==> src/rtl/wb_reg_bridge_pkg.sv <==
// Shared types and constants for the Wishbone-to-register bridge.
package wb_reg_bridge_pkg;

    typedef enum logic [1:0] {
        StIdle   = 2'd0,
        StAccess = 2'd1,
        StResp   = 2'd2
    } state_t;

    localparam logic [31:0] ERR_RDATA = 32'h0;

    // Wide enough for the largest allowed TIMEOUT_CYCLES (255).
    localparam int unsigned TMO_CNT_W = 8;

endpackage

==> src/rtl/wb_reg_bridge_tmo.sv <==
// ACCESS-state cycle counter; flags expiry after TIMEOUT_CYCLES cycles without completion.
module wb_reg_bridge_tmo
    import wb_reg_bridge_pkg::*;
#(
    parameter int unsigned TIMEOUT_CYCLES = 16
) (
    input  logic clk,
    input  logic rst_n,
    input  logic active,
    output logic expired
);

    localparam logic [TMO_CNT_W-1:0] Limit = TMO_CNT_W'(TIMEOUT_CYCLES);

    logic [TMO_CNT_W-1:0] cnt_q, cnt_d;

    assign expired = active && (cnt_q == Limit);

    // Held at zero outside ACCESS, so every entry starts a fresh count.
    always_comb begin
        cnt_d = '0;
        if (active) begin
            cnt_d = expired ? cnt_q : cnt_q + 1'b1;
        end
    end

    always_ff @(posedge clk) begin
        if (!rst_n) begin
            cnt_q <= '0;
        end else begin
            cnt_q <= cnt_d;
        end
    end

endmodule

==> src/rtl/wb_reg_bridge.sv <==
// Wishbone classic slave to simple register-responder bridge (IDLE -> ACCESS -> RESP).
// Optional access timeout with error response: define WB_REG_BRIDGE_TIMEOUT_EN.
module wb_reg_bridge
    import wb_reg_bridge_pkg::*;
#(
    parameter int unsigned ADDR_W         = 6,
    parameter int unsigned TIMEOUT_CYCLES = 16
) (
    input  logic              i_clk,
    input  logic              i_rst_n,
    input  logic              i_wb_cyc,
    input  logic              i_wb_stb,
    input  logic              i_wb_we,
    input  logic [ADDR_W-1:0] i_wb_adr,
    input  logic [31:0]       i_wb_dat,
    input  logic [3:0]        i_wb_sel,
    output logic [31:0]       o_wb_dat,
    output logic              o_wb_ack,
    output logic              o_wb_err,
    output logic [ADDR_W-1:0] o_reg_adr,
    output logic [31:0]       o_reg_wdata,
    output logic [3:0]        o_reg_sel,
    output logic              o_reg_we,
    output logic              o_reg_re,
    input  logic [31:0]       i_reg_rdata,
    input  logic              i_reg_rdy
);

    state_t state_q, state_d;
    logic   we_q;
    logic   ack_q;
    logic   ack_d, err_d;
    logic   tmo_hit;

    // Strobes come from registered state only, so they drop the cycle after reset.
    assign o_reg_we = (state_q == StAccess) && we_q;
    assign o_reg_re = (state_q == StAccess) && !we_q;
    assign o_wb_ack = ack_q;

    always_comb begin
        state_d = state_q;
        ack_d   = 1'b0;
        err_d   = 1'b0;
        case (state_q)
            StIdle: begin
                if (i_wb_cyc && i_wb_stb) begin
                    state_d = StAccess;
                end
            end
            StAccess: begin
                // A dropped cycle wins: no termination even if the responder is ready.
                if (!i_wb_cyc) begin
                    state_d = StIdle;
                end else if (i_reg_rdy) begin
                    state_d = StResp;
                    ack_d   = 1'b1;
                end else if (tmo_hit) begin
                    state_d = StResp;
                    err_d   = 1'b1;
                end
            end
            StResp: begin
                state_d = StIdle;
            end
            default: begin
                state_d = StIdle;
            end
        endcase
    end

    always_ff @(posedge i_clk) begin
        if (!i_rst_n) begin
            state_q     <= StIdle;
            we_q        <= 1'b0;
            ack_q       <= 1'b0;
            o_wb_dat    <= '0;
            o_reg_adr   <= '0;
            o_reg_wdata <= '0;
            o_reg_sel   <= '0;
        end else begin
            state_q <= state_d;
            ack_q   <= ack_d;
            if (state_q == StIdle && i_wb_cyc && i_wb_stb) begin
                we_q        <= i_wb_we;
                o_reg_adr   <= i_wb_adr;
                o_reg_wdata <= i_wb_dat;
                o_reg_sel   <= i_wb_sel;
            end
            if (ack_d && !we_q) begin
                o_wb_dat <= i_reg_rdata;
            end else if (err_d) begin
                o_wb_dat <= ERR_RDATA;
            end
        end
    end

`ifdef WB_REG_BRIDGE_TIMEOUT_EN
    logic err_q;

    wb_reg_bridge_tmo #(
        .TIMEOUT_CYCLES(TIMEOUT_CYCLES)
    ) u_tmo (
        .clk    (i_clk),
        .rst_n  (i_rst_n),
        .active (state_q == StAccess),
        .expired(tmo_hit)
    );

    always_ff @(posedge i_clk) begin
        if (!i_rst_n) begin
            err_q <= 1'b0;
        end else begin
            err_q <= err_d;
        end
    end

    assign o_wb_err = err_q;
`else
    logic unused_tmo;

    assign unused_tmo = ^{TIMEOUT_CYCLES, err_d};
    assign tmo_hit    = 1'b0;
    assign o_wb_err   = 1'b0;
`endif

endmodule

==> config.mk <==
export PLATFORM = sky130hd
export DESIGN_NAME = wb_reg_bridge
export DESIGN_NICKNAME = d
export VERILOG_FILES = /design/src/rtl/wb_reg_bridge_pkg.sv /design/src/rtl/wb_reg_bridge_tmo.sv /design/src/rtl/wb_reg_bridge.sv
export SDC_FILE = /design/constraint.sdc
export NUM_CORES = 1
export LEC_CHECK = 0
export ABC_AREA = 1
export CAP_MARGIN = 20
export CORE_MARGIN = 2
export CORE_UTILIZATION = 35
export DETAILED_ROUTE_END_ITERATION = 6
export PLACE_DENSITY = 0.82
export SETUP_SLACK_MARGIN = 0.15
export SLEW_MARGIN = 25
export SYNTH_ARGS = -nofsm -noshare
export SYNTH_HDL_FRONTEND = slang
export SYNTH_SLANG_ARGS = --single-unit
==> constraint.sdc <==
create_clock -name i_clk -period 1.05 [get_ports i_clk]
set_input_delay 0.1575 -clock i_clk [delete_from_list [all_inputs] [get_ports i_clk]]
set_output_delay 0.1575 -clock i_clk [all_outputs]
set_load 0.1 [all_outputs]
==> results of run 1 <==
[cells by family (layout without fill, tap and decap cells)]
| logic type | count (synthesis) | count (layout) | synth area share |
|---|---|---|---|
| and+or+nand+nor | 225 | 225 | 0.3032 |
| DFF | 78 | 78 | 0.5204 |
| buffers and inverters | 64 | 260 | 0.1018 |
| AOI/OAI and AO/OA | 44 | 44 | 0.07339 |
| other | 1 | 1 | 0.001250 |
[synthesized netlist by cell type]
| cell type | count | share of area |
|---|---|---|
| nor2_1 | 152 | 0.19 |
| dfxtp_1 | 78 | 0.52 |
| o21ai_0 | 43 | 0.072 |
| inv_1 | 36 | 0.045 |
| nand2_1 | 33 | 0.041 |
| nand3_1 | 33 | 0.055 |
| buf_4 | 7 | 0.018 |
| clkbuf_1 | 7 | 0.0088 |
| buf_6 | 4 | 0.015 |
| clkbuf_2 | 4 | 0.0067 |
| buf_1 | 3 | 0.0038 |
| nor3_1 | 2 | 0.0033 |
| a21oi_1 | 1 | 0.0017 |
| buf_2 | 1 | 0.0017 |
| conb_1 | 1 | 0.0012 |
| inv_2 | 1 | 0.0012 |
| inv_4 | 1 | 0.0021 |
| nand2_2 | 1 | 0.0021 |
| nand3_2 | 1 | 0.0033 |
| nand4_1 | 1 | 0.0021 |
| nor2_2 | 1 | 0.0021 |
| nor2_4 | 1 | 0.0038 |
[where the power goes]
| group | switching [µW] | internal [µW] | total, µW | leakage (µW) |
|---|---|---|---|---|
| clock network | 1050 | 1530 | 2580 | 0.000120 |
| logic | 1650 | 1210 | 2860 | 0.00200 |
| registers | 160 | 3120 | 3280 | 0.000673 |
| total | 2860 | 5860 | 8720 | 0.00279 |
[registers in the layout, summed over array words and instances, names as in the netlist]
signal	flops
o_reg_sel	4
state_q	2
o_reg_wdata	32
o_wb_ack	1
o_reg_adr	6
we_q	1
o_wb_dat	32
[critical path, cell delays in order (launching register included)]
cell and delay (ns):
dfxtp_4 0.36, buf_6 0.10, nand2_4 0.05, buf_6 0.12, nor2_4 0.18, buf_6 0.14
buf_16 0.13, nand3_1 0.09, nand2_1 0.08, nor2_1 0.04
[metal layers]
metal / vias to the layer above / GRT usage / share of wire
met3: 28 / 0.05198 / 0.069
met1: 1619 / 0.2548 / 0.36
li1: 1652 / - / -
met5: - / 0 / 0
met4: 0 / 0.07746 / 0.024
met2: 146 / 0.4369 / 0.55
[area by class of cell]
| class | instances | area share |
|---|---|---|
| tap | 105 | 0.01933 |
| multi-input combinational | 270 | 0.2180 |
| sequential | 78 | 0.2477 |
| timing repair buffer | 206 | 0.4572 |
| clock inverter | 3 | 0.009575 |
| clock buffer | 13 | 0.02486 |
| inverter | 38 | 0.02338 |
[per-stage QoR]
stage | worst slack, ns | util
after floorplan | -0.1562 | -
after global placement | -0.4006 | 0.6886
after detailed placement | -0.4889 | 0.6886
after CTS | -0.3441 | 0.7861
after global routing | -0.4162 | 0.8229
final | -0.3575 | 0.8229
[worst max path at each step]
stage | slack (ns) | start | depth (start not counted) | endpoint
after floorplan | -0.16 | we_q$_SDFFE_PN0P_ | 3 | o_reg_we
after global placement | -0.40 | i_wb_cyc | 5 | o_reg_wdata[15]$_SDFFE_PN0P_
after detailed placement | -0.49 | i_wb_cyc | 7 | o_wb_dat[3]$_SDFFE_PN0P_
after CTS | -0.34 | state_q[0]$_SDFFE_PN0P_ | 5 | o_reg_we
after global routing | -0.42 | state_q[0]$_SDFFE_PN0P_ | 9 | o_wb_dat[19]$_SDFFE_PN0P_
final | -0.36 | state_q[0]$_SDFFE_PN0P_ | 9 | o_wb_dat[18]$_SDFFE_PN0P_
[timing repair]
item / CTS / global route
setup endpoints to repair: 154 / 155
cloned: 10 / 0
gates resized for setup: 64 / 63
pin swaps: 35 / 8
setup buffers: 16 / 5
==> reports/metrics.csv, run 1 <==
stage;metric;value;unit
outcome;status;finished with violations;
outcome;violated checks;setup timing;
synth;FF+latch count, synth;78;
sta;fmax;710.5;MHz
critical_path;FF-to-FF setup slack;-0.36;ns
global_route;vias in the first global route;3439;
drt;vias;3445;
placed_design;placed cell count;666;
synth;Cell variety after synth;22;
clock_tree;cts hold-fix bufs;0;
floorplanning;die area;9329;µm²
power_and_ir_drop;Max rail drop VDD;0.9173;mV
synth;area of the mapped netlist;3000;µm²
placed_design;Post-DP Area;5687;µm²
clock_tree;total CTS buffers;9;
layout;post-route cell area;6795;µm²
drt;routed vias/inst;4.832;
drt;drt total wl;11.48;mm
clock_tree;clock sinks;78;
power_and_ir_drop;Tot Pwr;8716;µW
floorplanning;core area;8258;µm²
worst_hold_path;Min-Delay Endpoint;state_q[0]$_SDFFE_PN0P_;
drt;DR WL/cell;16.10;µm
sta;setup TNS;-24.12;ns
critical_path;crit end category;flop;
sta;RSZ-0062 raised after global routing;yes;
clock_tree;clock-pin slew on the worst setup and hold paths;0.08;ns
synth;gate count after technology mapping;412;
synth;Post-Syn Nets;492;
sta;post-route clock period utilization;1.340;
critical_path;worst r2r src;state_q[0]$_SDFFE_PN0P_;
sta;Clock Skew;0.006051;ns
layout;Multi-input gate area;1481;µm²
drt;DRT Pass-1 Iters;4;
sta;Final setup viols;79;
layout;commonest non-fill, non-tap cell in the layout;nor2_1;
layout;# diodes;0;
sta;fin. max-slew vios;0;
placed_design;Post-DP HPWL;6.962;mm
layout;fraction of layout cells with a size suffix above 1;0.4836;
synth;number of warnings issued by yosys;0;
floorplanning;Initial Util;0.3633;
layout;most frequent cells in the layout;nor2_1, buf_12, clkdlybuf4s50_1;
global_route;initial antenna violation count;0;
floorplanning;die width;96.59;µm
layout;Seq. cell area;1683;µm²
layout;Final Non-Filler Cells;713;
critical_path;Setup CP Type;reg2reg;
critical_path;RR Endpoint;o_wb_dat[18]$_SDFFE_PN0P_;
worst_hold_path;hold depth;3;
synth;Post-Syn Area per Cell;7.282;µm²
clock_tree;clk buf depth;2;
critical_path;worst path required time;1.28;ns
sta;worst hold margin;0.2482;ns
clock_tree;H-tree depth;3;
critical_path;FF-to-FF path depth;9;
drt;Starting DRT DRC Count;93;
floorplanning;Top Ports;158;
power_and_ir_drop;P_leak;0.002791;µW
sta;Tmin final;1.407;ns
clock_tree;CTS tree;built;
global_route;GRT overflow;0;
critical_path;Critical Path Fanout Max;8;
clock_tree;Root Buffer;clkbuf_8;
worst_hold_path;min-delay src;i_rst_n;
layout;Fillers;448;
global_route;GRT Overall Usage;0.2318;
critical_path;Worst Path Arrival;1.64;ns
synth;post-synthesis sequential area ratio;0.5204;
floorplanning;DIE HEIGHT;96.59;µm
clock_tree;worst skew pair latency;0.33;ns
critical_path;crit path launch type;flop;
worst_hold_path;Min-Delay Path Class;in2reg;
drt;post-route ant nets;0;
placed_design;port buffer count;156;
sta;Hold Vio Cnt, Final;0;
global_route;largest net degree at the start of global routing;36;
floorplanning;row cnt;33;
power_and_ir_drop;Pwr Density;1283;nW/µm²
global_route;first-pass GRT wire length;16.46;mm
layout;area grow syn2layout;126.5;%
placed_design;Final GP Congestion;0.7814;
layout;nets;683;
sta;final setup margin;-0.3575;ns
run;MaxCap Viol Count;0;
drt;DRC Markers;0;
(Power assumes the default switching activity.)
==> run 2: changes to the inputs <==
--- a/config.mk
+++ b/config.mk
@@ -9,10 +9,10 @@
 export CAP_MARGIN = 20
 export CORE_MARGIN = 2
 export CORE_UTILIZATION = 35
+export CTS_BUF_LIST = sky130_fd_sc_hd__clkbuf_8
 export DETAILED_ROUTE_END_ITERATION = 6
 export PLACE_DENSITY = 0.82
 export SETUP_SLACK_MARGIN = 0.15
-export SLEW_MARGIN = 25
 export SYNTH_ARGS = -nofsm -noshare
 export SYNTH_HDL_FRONTEND = slang
 export SYNTH_SLANG_ARGS = --single-unit
==> reports/metrics.csv, run 2 (synthesis results as in run 1) <==
stage;metric;value;unit;change
worst_hold_path;Min-Delay Endpoint;state_q[0]$_SDFFE_PN0P_;;
critical_path;RR Endpoint;o_wb_dat[19]$_SDFFE_PN0P_;;
placed_design;dpl ws;-0.4889;ns;unchanged
layout;Largest regs;o_reg_wdata x32, o_wb_dat x32, o_reg_adr x6;;
drt;post-route ant nets;0;;unchanged
clock_tree;total CTS buffers;9;;unchanged
placed_design;Final GP Congestion;0.7814;;unchanged
floorplanning;Initial Util;0.3633;;unchanged
layout;Final Non-Filler Cells;714;;+0.14%
sta;fin. max-slew vios;0;;unchanged
placed_design;Post-DP HPWL;6.962;mm;unchanged
sta;Clock Skew;0.005383;ns;-0.0006679 ns
critical_path;worst r2r src;state_q[0]$_SDFFE_PN0P_;;
global_route;largest net degree at the start of global routing;36;;unchanged
critical_path;Setup CP Type;reg2reg;;
power_and_ir_drop;Tot Pwr;8713;µW;about the same
critical_path;Critical Path Fanout Max;8;;unchanged
layout;most frequent cells in the layout;nor2_1, buf_12, clkdlybuf4s50_1;;
clock_tree;clk buf depth;2;;unchanged
global_route;initial antenna violation count;0;;unchanged
critical_path;crit path launch type;flop;;
floorplanning;row cnt;33;;unchanged
clock_tree;clock-pin slew on the worst setup and hold paths;0.08;ns;about the same
layout;area grow syn2layout;124.9;%;
floorplanning;core area;8258;µm²;unchanged
run;MaxCap Viol Count;0;;unchanged
worst_hold_path;min-delay src;i_rst_n;;
sta;RSZ-0062 raised after global routing;yes;;
floorplanning;die area;9329;µm²;unchanged
worst_hold_path;hold depth;3;;unchanged
sta;Final setup viols;79;;unchanged
clock_tree;CTS tree;built;;
clock_tree;clock sinks;78;;unchanged
sta;fmax;698.2;MHz;-1.7%
drt;routed vias/inst;4.860;;+0.58%
critical_path;FF-to-FF path depth;9;;unchanged
power_and_ir_drop;Max rail drop VDD;0.9161;mV;-0.14%
placed_design;placed cell count;666;;unchanged
critical_path;FF-to-FF setup slack;-0.38;ns;-0.02 ns
critical_path;crit end category;flop;;
sta;final setup margin;-0.3823;ns;-0.02480 ns
drt;Starting DRT DRC Count;112;;+20%
layout;post-route cell area;6749;µm²;-0.68%
floorplanning;Top Ports;158;;unchanged
outcome;status;finished with violations;;
clock_tree;H-tree depth;3;;unchanged
floorplanning;DIE HEIGHT;96.59;µm;unchanged
drt;DRC Markers;0;;unchanged
drt;drt total wl;11.61;mm;+1.1%
sta;Tmin final;1.432;ns;+0.02480 ns
global_route;GRT overflow;0;;unchanged
clock_tree;Root Buffer;clkbuf_8;;
layout;fraction of layout cells with a size suffix above 1;0.4778;;-0.005720
clock_tree;worst skew pair latency;0.34;ns;about the same
layout;nets;684;;+0.15%
layout;Final Util;0.8173;;-0.005606
outcome;violated checks;setup timing;;
placed_design;Post-DP Area;5687;µm²;unchanged
layout;# diodes;0;;unchanged
power_and_ir_drop;P_leak;0.002800;µW;+0.34%
global_route;GRT Overall Usage;0.2311;;-0.0006543
layout;commonest non-fill, non-tap cell in the layout;nor2_1;;
worst_hold_path;Min-Delay Path Class;in2reg;;
drt;DRT Pass-1 Iters;4;;unchanged
global_route;vias in the first global route;3448;;+0.26%
global_route;first-pass GRT wire length;16.46;mm;about the same
critical_path;Worst Path Arrival;1.66;ns;+0.02 ns
drt;vias;3470;;+0.73%
sta;Hold Vio Cnt, Final;0;;unchanged
drt;DR WL/cell;16.25;µm;+0.98%
critical_path;worst path required time;1.28;ns;about the same
placed_design;port buffer count;156;;unchanged
critical_path;crit path launch;state_q[0]$_SDFFE_PN0P_;;
floorplanning;die width;96.59;µm;unchanged
sta;post-route clock period utilization;1.364;;+0.02362
power_and_ir_drop;Pwr Density;1291;nW/µm²;+0.64%
-- run 2: cell types whose count changed in the layout (fill, tap and decap cells not counted), sizes merged --
cell / change
clkbuf: -1
buf: +1
inv: +1
-- run 2: cell type report --
cell class	instances	area, µm²
repair buffers	207	3110
flip-flops and latches	78	1680
fillers	449	1509
multi-input cells	270	1434
clock buffers	12	165.2
inverters	38	158.9
well taps	105	131.4
clock inverters	4	68.82
-- run 2: critical path, cell delays in order, from the launching register on --
cell	delay [ns]
dfxtp_4	0.36
buf_6	0.10
nand2_4	0.05
buf_6	0.12
nor2_4	0.19
buf_6	0.16
buf_16	0.13
nand3_2	0.07
nand2_1	0.09
nor2_1	0.05
-- run 2: report_power, final --
group          leakage [µW]  switching, µW  internal (µW)
Clock              0.000124           1060           1520
Combinational       0.00200           1640           1210
Sequential         0.000673            159           3120
-- run 2: layer usage --
layer / wire length (µm) / global-route usage / vias to the layer above
li1: - / - / 1651
met1: 4097 / 0.2558 / 1630
met2: 6323 / 0.4375 / 160
met3: 853 / 0.04965 / 29
met4: 331 / 0.07277 / 0
met5: 0 / 0 / -
-- run 2: worst max-delay path by stage --
stage / to / slack [ns]
finish: o_wb_dat[19]$_SDFFE_PN0P_ / -0.38
global route: o_wb_dat[19]$_SDFFE_PN0P_ / -0.43
CTS: o_reg_we / -0.34
detailed placement: o_wb_dat[3]$_SDFFE_PN0P_ / -0.49
global placement: o_reg_wdata[15]$_SDFFE_PN0P_ / -0.40
floorplan: o_reg_we / -0.16
-- run 2: repair_timing --
| item | 4_1_cts | 5_1_grt |
|---|---|---|
| buffers inserted | 16 | 6 |
| endpoints found under the setup margin | 154 | 155 |
| hold buffers | 0 | 0 |
| gates cloned | 10 | 0 |
| gates resized for setup | 64 | 51 |
| pin swaps | 35 | 10 |
-- run 2: stage by stage --
stage,TNS (ns),hold slack (ns)
after floorplan,-1.057,0.3073
after global routing,-27.99,0.2564
after CTS,-20.96,0.1927
after global placement,-29.14,0.4843
final,-23.67,0.2390
after detailed placement,-33.48,0.4967
